`src/rtl/ioslot_bridge_if.sv`:
```
// CPU-side I/O port plus the fanned-out peripheral slot bus of ioslot_bridge.
// The bridge uses the slave view; the CPU/peripheral environment uses master.
interface ioslot_bridge_if #(
    parameter int unsigned ADDR_WIDTH        = 32,
    parameter int unsigned DATA_WIDTH        = 32,
    parameter int unsigned PERIPH_DATA_WIDTH = 32,
    parameter int unsigned PERIPH_ADDR_WIDTH = 6,
    parameter int unsigned SLOTS             = 4
);
    logic                                read;
    logic                                write;
    logic [ADDR_WIDTH-1:0]               addr;
    logic [DATA_WIDTH-1:0]               wdata;
    logic [DATA_WIDTH-1:0]               rdata;
    logic                                ready;
    logic                                error;
    logic [PERIPH_ADDR_WIDTH-1:0]        io_addr;
    logic [PERIPH_DATA_WIDTH-1:0]        io_wdata;
    logic [SLOTS*PERIPH_DATA_WIDTH-1:0]  io_rdata;
    logic [SLOTS-1:0]                    io_read;
    logic [SLOTS-1:0]                    io_write;
    logic [SLOTS-1:0]                    io_ready;

    modport slave (
        input  read, write, addr, wdata, io_rdata, io_ready,
        output rdata, ready, error, io_addr, io_wdata, io_read, io_write
    );

    modport master (
        output read, write, addr, wdata, io_rdata, io_ready,
        input  rdata, ready, error, io_addr, io_wdata, io_read, io_write
    );
endinterface

```
`src/rtl/ioslot_bridge.sv`:
```
// Registered I/O slot bridge: decodes one CPU port onto SLOTS peripheral windows.
// Define IOSLOT_TIMEOUT_EN to abort accesses that see no io_ready within TIMEOUT cycles.
module ioslot_bridge #(
    parameter int unsigned     ADDR_WIDTH        = 32,
    parameter int unsigned     DATA_WIDTH        = 32,
    parameter int unsigned     PERIPH_DATA_WIDTH = 32,
    parameter int unsigned     PERIPH_ADDR_WIDTH = 6,
    parameter int unsigned     SLOTS             = 4,
    parameter longint unsigned SLOT_BASE         = 0,
    parameter int unsigned     SLOT_SIZE         = 256,
    parameter int unsigned     TIMEOUT           = 15
) (
    input  logic             clk,
    input  logic             rst,
    ioslot_bridge_if.slave   bus
);
    localparam int unsigned SLOT_W     = (SLOTS > 1) ? $clog2(SLOTS) : 1;
    localparam int unsigned SLOT_SHIFT = $clog2(SLOT_SIZE);
    localparam logic [ADDR_WIDTH:0] BASE_W = (ADDR_WIDTH+1)'(SLOT_BASE);
    localparam logic [ADDR_WIDTH:0] SPAN_W = (ADDR_WIDTH+1)'(longint'(SLOTS) * SLOT_SIZE);

    if (PERIPH_DATA_WIDTH > DATA_WIDTH || SLOTS < 1 || SLOTS > 16 || TIMEOUT < 1 ||
        SLOT_SIZE < (4 << PERIPH_ADDR_WIDTH) || (SLOT_SIZE & (SLOT_SIZE - 1)) != 0) begin : g_bad_params
        $error("ioslot_bridge: illegal parameter combination");
    end

    typedef enum logic [1:0] {S_IDLE, S_ACCESS, S_DONE} state_t;

    state_t                       state_q;
    logic [SLOT_W-1:0]            slot_q;
    logic                         ready_q;
    logic                         error_q;
    logic [DATA_WIDTH-1:0]        rdata_q;
    logic [PERIPH_ADDR_WIDTH-1:0] io_addr_q;
    logic [PERIPH_DATA_WIDTH-1:0] io_wdata_q;
    logic [SLOTS-1:0]             io_read_q;
    logic [SLOTS-1:0]             io_write_q;

    logic [ADDR_WIDTH:0]          off_d;
    logic                         hit_d;
    logic [SLOT_W-1:0]            slot_d;
    logic [SLOTS-1:0]             sel_d;
    logic [PERIPH_ADDR_WIDTH-1:0] reg_d;

`ifdef IOSLOT_TIMEOUT_EN
    localparam int unsigned CNT_W = $clog2(TIMEOUT + 1);
    logic [CNT_W-1:0] wait_q;
`endif

    // The extra top bit of off_d is the borrow, so addresses below SLOT_BASE miss.
    always_comb begin
        off_d  = {1'b0, bus.addr} - BASE_W;
        hit_d  = !off_d[ADDR_WIDTH] && (off_d < SPAN_W);
        slot_d = SLOT_W'(off_d >> SLOT_SHIFT);
        sel_d  = SLOTS'(1) << slot_d;
        reg_d  = off_d[PERIPH_ADDR_WIDTH+1:2];
    end

    always_ff @(posedge clk) begin
        if (rst) begin
            state_q    <= S_IDLE;
            slot_q     <= '0;
            ready_q    <= 1'b0;
            error_q    <= 1'b0;
            rdata_q    <= '0;
            io_addr_q  <= '0;
            io_wdata_q <= '0;
            io_read_q  <= '0;
            io_write_q <= '0;
`ifdef IOSLOT_TIMEOUT_EN
            wait_q     <= '0;
`endif
        end else begin
            case (state_q)
                S_IDLE: begin
                    if (bus.read || bus.write) begin
                        if (hit_d) begin
                            slot_q     <= slot_d;
                            io_addr_q  <= reg_d;
                            io_wdata_q <= bus.wdata[PERIPH_DATA_WIDTH-1:0];
                            io_read_q  <= bus.read ? sel_d : '0;
                            io_write_q <= bus.read ? '0 : sel_d;
`ifdef IOSLOT_TIMEOUT_EN
                            wait_q     <= '0;
`endif
                            state_q    <= S_ACCESS;
                        end else begin
                            ready_q <= 1'b1;
                            error_q <= 1'b1;
                            rdata_q <= '0;
                            state_q <= S_DONE;
                        end
                    end
                end
                S_ACCESS: begin
                    if (bus.io_ready[slot_q]) begin
                        ready_q    <= 1'b1;
                        error_q    <= 1'b0;
                        rdata_q    <= (|io_read_q)
                                      ? DATA_WIDTH'(bus.io_rdata[slot_q*PERIPH_DATA_WIDTH +: PERIPH_DATA_WIDTH])
                                      : '0;
                        io_read_q  <= '0;
                        io_write_q <= '0;
                        state_q    <= S_DONE;
                    end
`ifdef IOSLOT_TIMEOUT_EN
                    // wait_q holds TIMEOUT-1 on the edge that closes the TIMEOUT-th wait cycle.
                    else if (wait_q == CNT_W'(TIMEOUT - 1)) begin
                        ready_q    <= 1'b1;
                        error_q    <= 1'b1;
                        rdata_q    <= '0;
                        io_read_q  <= '0;
                        io_write_q <= '0;
                        state_q    <= S_DONE;
                    end else begin
                        wait_q <= wait_q + CNT_W'(1);
                    end
`endif
                end
                S_DONE: begin
                    ready_q <= 1'b0;
                    error_q <= 1'b0;
                    state_q <= S_IDLE;
                end
                default: state_q <= S_IDLE;
            endcase
        end
    end

    assign bus.ready    = ready_q;
    assign bus.error    = error_q;
    assign bus.rdata    = rdata_q;
    assign bus.io_addr  = io_addr_q;
    assign bus.io_wdata = io_wdata_q;
    assign bus.io_read  = io_read_q;
    assign bus.io_write = io_write_q;
endmodule

```
`src/flat_wrapper.sv`:
```
// flat-port wrapper written by rule: the top's interface ports become plain ports
module ioslot_bridge_flat 
#(
    parameter int unsigned     ADDR_WIDTH        = 32,
    parameter int unsigned     DATA_WIDTH        = 32,
    parameter int unsigned     PERIPH_DATA_WIDTH = 32,
    parameter int unsigned     PERIPH_ADDR_WIDTH = 6,
    parameter int unsigned     SLOTS             = 4,
    parameter longint unsigned SLOT_BASE         = 0,
    parameter int unsigned     SLOT_SIZE         = 256,
    parameter int unsigned     TIMEOUT           = 15
)
  (clk, rst, bus_read, bus_write, bus_addr, bus_wdata, bus_io_rdata, bus_io_ready, bus_rdata, bus_ready, bus_error, bus_io_addr, bus_io_wdata, bus_io_read, bus_io_write);
  ioslot_bridge_if #(.ADDR_WIDTH(ADDR_WIDTH), .DATA_WIDTH(DATA_WIDTH), .PERIPH_DATA_WIDTH(PERIPH_DATA_WIDTH), .PERIPH_ADDR_WIDTH(PERIPH_ADDR_WIDTH), .SLOTS(SLOTS)) bus_i ();
  input  logic clk;
  input  logic rst;
  input wire logic [$bits(bus_i.read)-1:0] bus_read;
  input wire logic [$bits(bus_i.write)-1:0] bus_write;
  input wire logic [$bits(bus_i.addr)-1:0] bus_addr;
  input wire logic [$bits(bus_i.wdata)-1:0] bus_wdata;
  input wire logic [$bits(bus_i.io_rdata)-1:0] bus_io_rdata;
  input wire logic [$bits(bus_i.io_ready)-1:0] bus_io_ready;
  output wire logic [$bits(bus_i.rdata)-1:0] bus_rdata;
  output wire logic [$bits(bus_i.ready)-1:0] bus_ready;
  output wire logic [$bits(bus_i.error)-1:0] bus_error;
  output wire logic [$bits(bus_i.io_addr)-1:0] bus_io_addr;
  output wire logic [$bits(bus_i.io_wdata)-1:0] bus_io_wdata;
  output wire logic [$bits(bus_i.io_read)-1:0] bus_io_read;
  output wire logic [$bits(bus_i.io_write)-1:0] bus_io_write;
  assign bus_i.read = bus_read;
  assign bus_i.write = bus_write;
  assign bus_i.addr = bus_addr;
  assign bus_i.wdata = bus_wdata;
  assign bus_i.io_rdata = bus_io_rdata;
  assign bus_i.io_ready = bus_io_ready;
  assign bus_rdata = bus_i.rdata;
  assign bus_ready = bus_i.ready;
  assign bus_error = bus_i.error;
  assign bus_io_addr = bus_i.io_addr;
  assign bus_io_wdata = bus_i.io_wdata;
  assign bus_io_read = bus_i.io_read;
  assign bus_io_write = bus_i.io_write;
  ioslot_bridge #(.ADDR_WIDTH(ADDR_WIDTH), .DATA_WIDTH(DATA_WIDTH), .PERIPH_DATA_WIDTH(PERIPH_DATA_WIDTH), .PERIPH_ADDR_WIDTH(PERIPH_ADDR_WIDTH), .SLOTS(SLOTS), .SLOT_BASE(SLOT_BASE), .SLOT_SIZE(SLOT_SIZE), .TIMEOUT(TIMEOUT)) u_core (.clk(clk), .rst(rst), .bus(bus_i));
endmodule
```
`config.mk`:
```
export PLATFORM = sky130hd
export DESIGN_NAME = ioslot_bridge_flat
export DESIGN_NICKNAME = d
export VERILOG_FILES = /design/src/rtl/ioslot_bridge_if.sv /design/src/rtl/ioslot_bridge.sv /design/src/flat_wrapper.sv
export SDC_FILE = /design/constraint.sdc
export NUM_CORES = 1
export LEC_CHECK = 0
export ABC_AREA = 1
export CAP_MARGIN = 0
export CORE_ASPECT_RATIO = 1.4
export CORE_MARGIN = 3
export CORE_UTILIZATION = 40
export DETAILED_ROUTE_END_ITERATION = 10
export PLACE_DENSITY = 0.85
export RECOVER_POWER = 25
export SYNTH_ARGS = -nofsm -noshare
export SYNTH_HDL_FRONTEND = slang
export SYNTH_SLANG_ARGS = --single-unit
```
`constraint.sdc`:
```
create_clock -name clk -period 3.8 [get_ports clk]
set_input_delay 0.95 -clock clk [delete_from_list [all_inputs] [get_ports clk]]
set_output_delay 0.95 -clock clk [all_outputs]
set_load 0.03 [all_outputs]
```
# After elaboration in Yosys (flattened, before gate mapping)
# Index checks and enable logic that the tools add are counted.
# W data, S select, Z words.
# classes
magnitude_cmp	2
n_eq_ne	6
n_shift	2
n_mux	26
n_reduce_logical	10
# op_table
operator	count
$mux W32	4
$shiftx A128 B8 Y32	1
$pmux W32 S2	1
$lt A32 B11 Y1 const B	1
$mux W4	7
$pmux W4 S2	2
$reduce_and A4 Y1	3
$mux W2	3
$ne A2 B1 Y1 const B	3
$pmux W1 S3	2
$mux W1	5
$pmux W2 S2	1
$reduce_or A4 Y1	1
$shl A1 B2 Y4 const A	1
$lt A2 B3 Y1 const B	1
$reduce_and A3 Y1	1
$reduce_bool A3 Y1	1
$bmux W1 S2	1
$eq A2 B1 Y1 const B	1
$eq A2 B2 Y1 const B	1
$logic_not A2 Y1	1
$ne A2 B2 Y1 const B	1
$reduce_and A2 Y1	1
$reduce_bool A2 Y1	1
$logic_or A1 B1 Y1	1
# word_totals
ff_bits	84
out_inout_bits	80
elab_cells	55

# Longest topological paths before layout
# depth
word_depth	5
depth_mapped	11
ltp_nobuf	11

# Least setup slack after synthesis
# OpenSTA, ideal clock, no wires.
# synth_timing
path_kind	input to register
startpoint	input port bus_addr[11]
endpoint	register u_core.io_addr_q[0] (netlist: u_core.bus.io_addr[0])
setup_time_ps	116
arrival_ps	2011
t_required_ps	3684
slack_ps	1673
stages	8
cell_sequence	or2_1 > nor2_1 > nand4_1 > nor2_1 > inv_1 > buf_2 > nor2_1 > nor2_1
# synth_between
elab_chain_len	2
# synth_rtl
element	line	source
start: declaration	flat_wrapper.sv:19	input wire logic [$bits(bus_i.addr)-1:0] bus_addr;
$lt A32 B11 Y1	ioslot_bridge.sv:53	hit_d = !off_d[ADDR_WIDTH] && (off_d < SPAN_W);
$reduce_and A3 Y1 (no line)	-	
end signal: assignment	ioslot_bridge.sv:79	io_addr_q <= reg_d;
end: declaration	ioslot_bridge.sv:34	logic [PERIPH_ADDR_WIDTH-1:0] io_addr_q;
# No other way between the ends.
# A chain may end at the register's enable or synchronous reset.

# Worst setup path after layout
# layout_timing
startpoint	input port bus_read
endpoint	register u_core.io_read_q[2] (netlist: u_core.bus.io_read[2])
# layout_between
elab_chain_len	4
elab_cells_between_ends	7
# layout_rtl
element	line	source
start: declaration	flat_wrapper.sv:17	input wire logic [$bits(bus_i.read)-1:0] bus_read;
$mux W4	ioslot_bridge.sv:81	io_read_q <= bus.read ? sel_d : '0;
$mux W4	ioslot_bridge.sv:77	if (hit_d) begin
$mux W4	ioslot_bridge.sv:76	if (bus.read || bus.write) begin
$pmux W4 S2	ioslot_bridge.sv:74	case (state_q)
end signal: assignment	ioslot_bridge.sv:81	
end: declaration	ioslot_bridge.sv:36	logic [SLOTS-1:0] io_read_q;
# Several ways; a longest one is shown, not always the timed one. The select of a mux whose other input is x is not followed.

==> qor.yml <==
timing:
  tightest_slew_ns: 0.655
  max_freq_mhz: 401
  finalClockSkew_ns: 0.00705
  finalHoldViolations: 0
  setup-tns-final_ns: 0
  drv_slew: 0
  setup_violations: 0
  max_slew_margin: 0.563
  fin_crit_ns: 2.49
  final.period_utilization: 0.657
  rsz0062_at_grt: "false"
hold_path:
  min_path_type: "reg2reg"
detailed_routing:
  met1_length_mm: 5.90
  drc: 0
  firstDrtPassIters: 4
  ant_nets: 0
  wl_per_cell_um: 14.3
  vias_per_cell: 4.84
  wirelength_mm: 15.7
  drt_iter0_drc: 203
  wl_met2_mm: 7.65
  route.met3.wl_mm: 1.67
  highest_layer: "met4"
  vias: 5297
power:
  p_per_area_nw_per_um2: 315
  leakage_nw: 3.28
  vdd_drop_max_v: 0.000276
clock_network:
  clockBufferDepth: 2
  h-tree-depth: 3
  holdBufCountCts: 0
  cts_resized: 0
  clkSlewWorstSetupHoldPaths_ns: 0.06
  clockRootBuffer: "clkbuf_16"
  cts_tree: "yes"
  cts_buffers: 9
  insertion_delay_ns: 0.33
  cts_setup_buffers: 0
  cts_sinks: 84
yosys:
  yosys_warnings: 0
  ys_seq_elements: 84
  yosysUniqueCellTypes: 21
  ys.flop_type: "dfxtp_1"
  synth.avg_cell_area_um2: 6.21
  synth_top_cell_by_area: "dfxtp_1"
  yosysTopAreaCellShare: 0.386
  synth_seq_area_share: 0.386
  syn-num-nets: 906
  netlist_top_cells_area: "dfxtp_1 (39%), nor2_1 (21%), o21ai_0 (12%), nand2_1 (11%), o22ai_1 (4.6%)"
  synthCells: 702
  async_flop_share: 0
  syn_area_um2: 4360
  synth_edf_count: 0
layout:
  area_delta_synth_final_pct: 71.1
  fill_cells: 905
  final_cell_mix: "nor2_1 (241), clkdlybuf4s50_1 (241), nand2_1 (132)"
  final_nets: 1155
  layout-drive-gt1-share: 0.0345
  fin_util: 0.710
  final-seq-area_um2: 1680
  antenna_cells: 0
  multiInputGateArea_um2: 2360
worst_setup_path:
  critPathMaxFanout: 11
  required_ns: 4.02
  max_stage_delay_ns: 0.60
  crit_chain: "dlygate4sd3_1 > nor2_1 > nand2_1 > nand3_1 > inv_1 > nand2_1 > nand2_1 > nand2_1 > nor2_1"
  crit_slowest_cell: "dlygate4sd3_1"
  critPathKind: "in2reg"
  cpLargestDelayFamily: "simple AND/OR/NAND/NOR gates"
  crit_top_cell: "nand2_1"
  crit_buf_inv: 2
  arrival_ns: 2.72
  start_kind: "primary input"
  crit_path_end_kind: "flop"
place:
  gp_congestion: 0.904
  dp_hpwl_mm: 11.8
  io_buffers: 277
grt:
  grt_usage: 0.246
  overflow: 0
  grt_pass1_wl_mm: 24.0
  grt_max_degree: 68
  antenna_found_initial: 0
  grt_pass1_vias: 4934
outcome:
  status: "completed"
die:
  dieArea_um2: 12200
  die_h_um: 130
  io_pins: 280
  die_w_um: 94.3
  num_rows: 44
  start_util: 0.415
  coreArea_um2: 10500
run:
  maxCapViolCount: 0
==> worst register-to-register path, cell delays in order, from the launching register on <==
cell and delay [ns]:
dfxtp_2 0.32, inv_1 0.06, buf_4 0.49, nand2_1 0.12
nand3_1 0.09, nand2_1 0.09, nand2_1 0.07, nand3_1 0.20
inv_1 0.31, nand2_1 0.20, nand2_1 0.10, nand2_1 0.05
nor2_1 0.10
==> metrics by stage <==
stage	hold slack (ns)	total power, mW	cells	setup WS [ns]	cell area, um^2
2_1_floorplan	0.547	1.20	702	1.67	4360
4_1_cts	0.484	2.39	1094	1.31	7480
3_5_place_dp	0.472	1.51	1078	0.955	7180
3_3_place_gp	0.462	1.50	1078	0.987	7180
5_1_grt	0.494	2.47	1094	1.11	7460
6_report	0.476	2.35	1094	1.31	7460
==> layout make-up <==
type	instances	area share
Timing Repair Buffer	287	0.383
Multi-Input combinational cell	545	0.316
Sequential cell	84	0.225
Clock buffer	9	0.0302
Tap cell	138	0.0231
Inverter	24	0.0121
Clock inverter	7	0.0101
==> cells by family (layout without fill, tap and decap cells) <==
kind of cell	count (synthesis)	count (layout)	synth area share
compound gates	145	145	0.176
buf+inv	73	327	0.0723
flops	84	84	0.386
simple gates	396	396	0.355
fa+ha+maj	4	4	0.0115
==> sequential cells by signal (all words and copies together), names as in the netlist <==
signal               count
u_core.bus.io_wdata     32
u_core.bus.rdata        32
u_core.bus.io_addr       6
u_core.bus.io_read       4
u_core.bus.io_write      4
u_core.slot_q            2
u_core.state_q           2
u_core.bus.error         1
u_core.bus.ready         1
==> synth_stat cells (3+ instances only) <==
library cell  instances
buf_2                12
dfxtp_1              84
a21oi_1               8
ha_1                  4
o21ai_0             105
nor2_1              243
inv_1                24
nand4_1               3
buf_1                 3
buf_4                 7
clkbuf_1             27
o22ai_1              32
nand3_1              10
nand2_1             132
==> where the power goes <==
part	switching (mW)	total (mW)	internal, mW
combinational	0.246	0.541	0.295
clock	0.354	0.867	0.512
sequential	0.0214	0.942	0.921
==> final timing paths <==
path                                     startpoint                    end  slack (ns)  cells past startpoint
worst max-delay path                       bus_read  u_core.bus.io_read[2]        1.31                      9
worst min register to register  u_core.bus.rdata[2]    u_core.bus.rdata[2]        0.48                      2
worst min-delay path            u_core.bus.rdata[2]    u_core.bus.rdata[2]        0.48                      2
worst max register to register     u_core.slot_q[0]  u_core.bus.io_read[2]        1.53                     12
==> per-layer routing <==
| metal | track usage | vias up |
|---|---|---|
| met5 | 0 | - |
| met4 | 0.0935 | 0 |
| met3 | 0.0889 | 30 |
| met2 | 0.436 | 201 |
| met1 | 0.265 | 2316 |
| li1 | - | 2750 |
Note: power is estimated with default switching activity, not from simulation.
==> RTL change (config.mk and constraints unchanged) <==
`ADDR_WIDTH` is set to 32 in 3 places; all go to 16.
--- a/src/rtl/ioslot_bridge_if.sv
+++ b/src/rtl/ioslot_bridge_if.sv
@@ -2,5 +2,5 @@
 // The bridge uses the slave view; the CPU/peripheral environment uses master.
 interface ioslot_bridge_if #(
-    parameter int unsigned ADDR_WIDTH        = 32,
+    parameter int unsigned ADDR_WIDTH        = 16,
     parameter int unsigned DATA_WIDTH        = 32,
     parameter int unsigned PERIPH_DATA_WIDTH = 32,
--- a/src/rtl/ioslot_bridge.sv
+++ b/src/rtl/ioslot_bridge.sv
@@ -2,5 +2,5 @@
 // Define IOSLOT_TIMEOUT_EN to abort accesses that see no io_ready within TIMEOUT cycles.
 module ioslot_bridge #(
-    parameter int unsigned     ADDR_WIDTH        = 32,
+    parameter int unsigned     ADDR_WIDTH        = 16,
     parameter int unsigned     DATA_WIDTH        = 32,
     parameter int unsigned     PERIPH_DATA_WIDTH = 32,
--- a/src/flat_wrapper.sv
+++ b/src/flat_wrapper.sv
@@ -2,5 +2,5 @@
 module ioslot_bridge_flat 
 #(
-    parameter int unsigned     ADDR_WIDTH        = 32,
+    parameter int unsigned     ADDR_WIDTH        = 16,
     parameter int unsigned     DATA_WIDTH        = 32,
     parameter int unsigned     PERIPH_DATA_WIDTH = 32,
Ports: changed (resized bus_addr); port bits go from 280 to 264. No check against the original RTL was run, so the function may have changed too.
==> RTL change against the unedited design <==
Sequential cell count is the same; critical path type unchanged; wire length fell by 2.3%; largest cell class unchanged; cell area about the same; count of clock-buffer cells in the layout did not move; combinational power rose by 4%; power grew 9.8%; worst setup slack got worse by 0.39 ns; global-route usage is 0.72 points lower; largest power group is now clock; area after synthesis up 1.9%.
==> RTL change: results (changes against the unedited design) <==
stage,metric,value,unit,change
global_route,Global Route met2 Usage,42.6,%,was 43.6%
pwr,Leakage,3.29,nW,was 3.28 nW
logic_synthesis,Netlist cell types,18,,was 21
logic_synthesis,Syn Nets,928,,was 906
run_status,outcome,finished clean,,unchanged
route,Routed WL per cell,13.7,um,was 14.3 um
pwr,maximum vdd drop,0.000283,V,was 0.000276 V
layout,fin nets,1159,,"was 1,155"
route,met2 WL,7450,um,was 7650 um
timing,Fin Hold WS,0.463,ns,was 0.476 ns
critical_path,r2r endpoint,u_core.bus.rdata[5]$_SDFFE_PP0P_,,was u_core.bus.io_read[2]$_SDFFE_PP0P_
min_path,hold_sp,u_core.bus.io_write[0]$_SDFFE_PP0P_,,was u_core.bus.rdata[2]$_SDFFE_PP0P_
layout,Finished Layout Cells,1114,,"was 1,094"
route,met3 wire length,1770,um,was 1670 um
placed_design,post-place setup slack,0.732,ns,was 0.955 ns
critical_path,Critical Path AT,3.15,ns,was 2.72 ns
critical_path,Reg2Reg Setup Slack,1.46,ns,was 1.53 ns
route,WL met1,5750,um,was 5900 um
pwr,total power,2.58,mW,was 2.35 mW
logic_synthesis,post-synthesis sequential area ratio,37.8,%,was 38.6%
global_route,met3 GRT Util,9.28,%,was 8.89%
logic_synthesis,Post-synth top cells,"nor2_1, o21ai_0, nand2_1",,"was nor2_1, nand2_1, o21ai_0"
placed_design,DP HPWL,11300,um,"was 11,800 um"
global_route,first-pass GRT wire length,23600,um,"was 24,000 um"
timing,clock skew,0.00780,ns,was 0.00705 ns
logic_synthesis,"FFs w/ async S/R, synth",0,%,unchanged
critical_path,worst-path maximum fanout,51,,was 11
pwr,sequential power share,36.6,%,was 40.1%
pwr,Gate power share,21.7,%,was 23.0%
placed_design,count of input and output buffers,261,,was 277
pwr,P_sw,0.653,mW,was 0.622 mW
route,DR iter-0 viols,145,,was 203
critical_path,R2R depth,7,,was 12
layout,share of layout cells above drive strength 1,3.07,%,was 3.45%
global_route,largest net degree at the start of global routing,65,,was 68
min_path,WHS Endpoint,u_core.bus.io_write[0]$_SDFFE_PP0P_,,was u_core.bus.rdata[2]$_SDFFE_PP0P_
critical_path,slowest CP cell,inv_1,,was dlygate4sd3_1
global_route,All-Layer GR Usage,23.9,%,was 24.6%
route,Avg Vias per Cell,4.75,,was 4.84
critical_path,Reg-to-Reg Start,u_core.slot_q[0]$_SDFFE_PP0P_,,unchanged
logic_synthesis,synthesized instance count,740,,was 702
==> RTL change: cell types whose count changed after synthesis, moves of 2 or more <==
cell / unedited run / this run
nor2_1: 243 / 294
clkbuf_1: 27 / 25
buf_4: 7 / 5
nand2_1: 132 / 97
nand4_1: 3 / 7
inv_1: 24 / 49
o22ai_1: 32 / 0
nand3_1: 10 / 6
nor3_1: 2 / 0
buf_2: 12 / 15
a21oi_1: 8 / 41
==> RTL change: cell type report <==
class,count,area [um^2]
repair buffers,269,2690
clock inverters,7,148
clock buffers,9,225
flip-flops and latches,84,1680
well taps,138,173
fillers,919,3170
inverters,50,188
multi-input cells,557,2360
==> RTL change: kinds of logic (layout without fill, tap and decap cells) <==
group,count (synthesis),count (layout),synth area share [%]
flops,84,84,37.8
fa+ha+maj,4,4,1.13
simple gates,406,406,35.2
buf+inv,99,335,9.20
compound gates,147,147,16.6
==> RTL change: worst max-delay path by stage <==
stage / end / slack, ns / startpoint / cells past startpoint
final: u_core.bus.io_wdata[1]$_SDFFE_PP0P_ / 0.91 / rst / 4
after CTS: u_core.bus.rdata[5]$_SDFFE_PP0P_ / 1.08 / bus_read / 8
after floorplan: u_core.bus.io_wdata[11]$_SDFFE_PP0P_ / 1.74 / bus_addr[11] / 8
after global placement: u_core.bus.rdata[21]$_SDFFE_PP0P_ / 0.83 / bus_read / 8
after global routing: u_core.slot_q[0]$_SDFFE_PP0P_ / 0.65 / rst / 4
after detailed placement: u_core.bus.rdata[5]$_SDFFE_PP0P_ / 0.73 / bus_read / 8
==> RTL change: critical path, delay by kind of cell <==
family / cells / cell delay, ns
buffers and inverters: 2 / 1.70
and+or+nand+nor: 1 / 0.19
AOI/OAI and AO/OA: 1 / 0.28
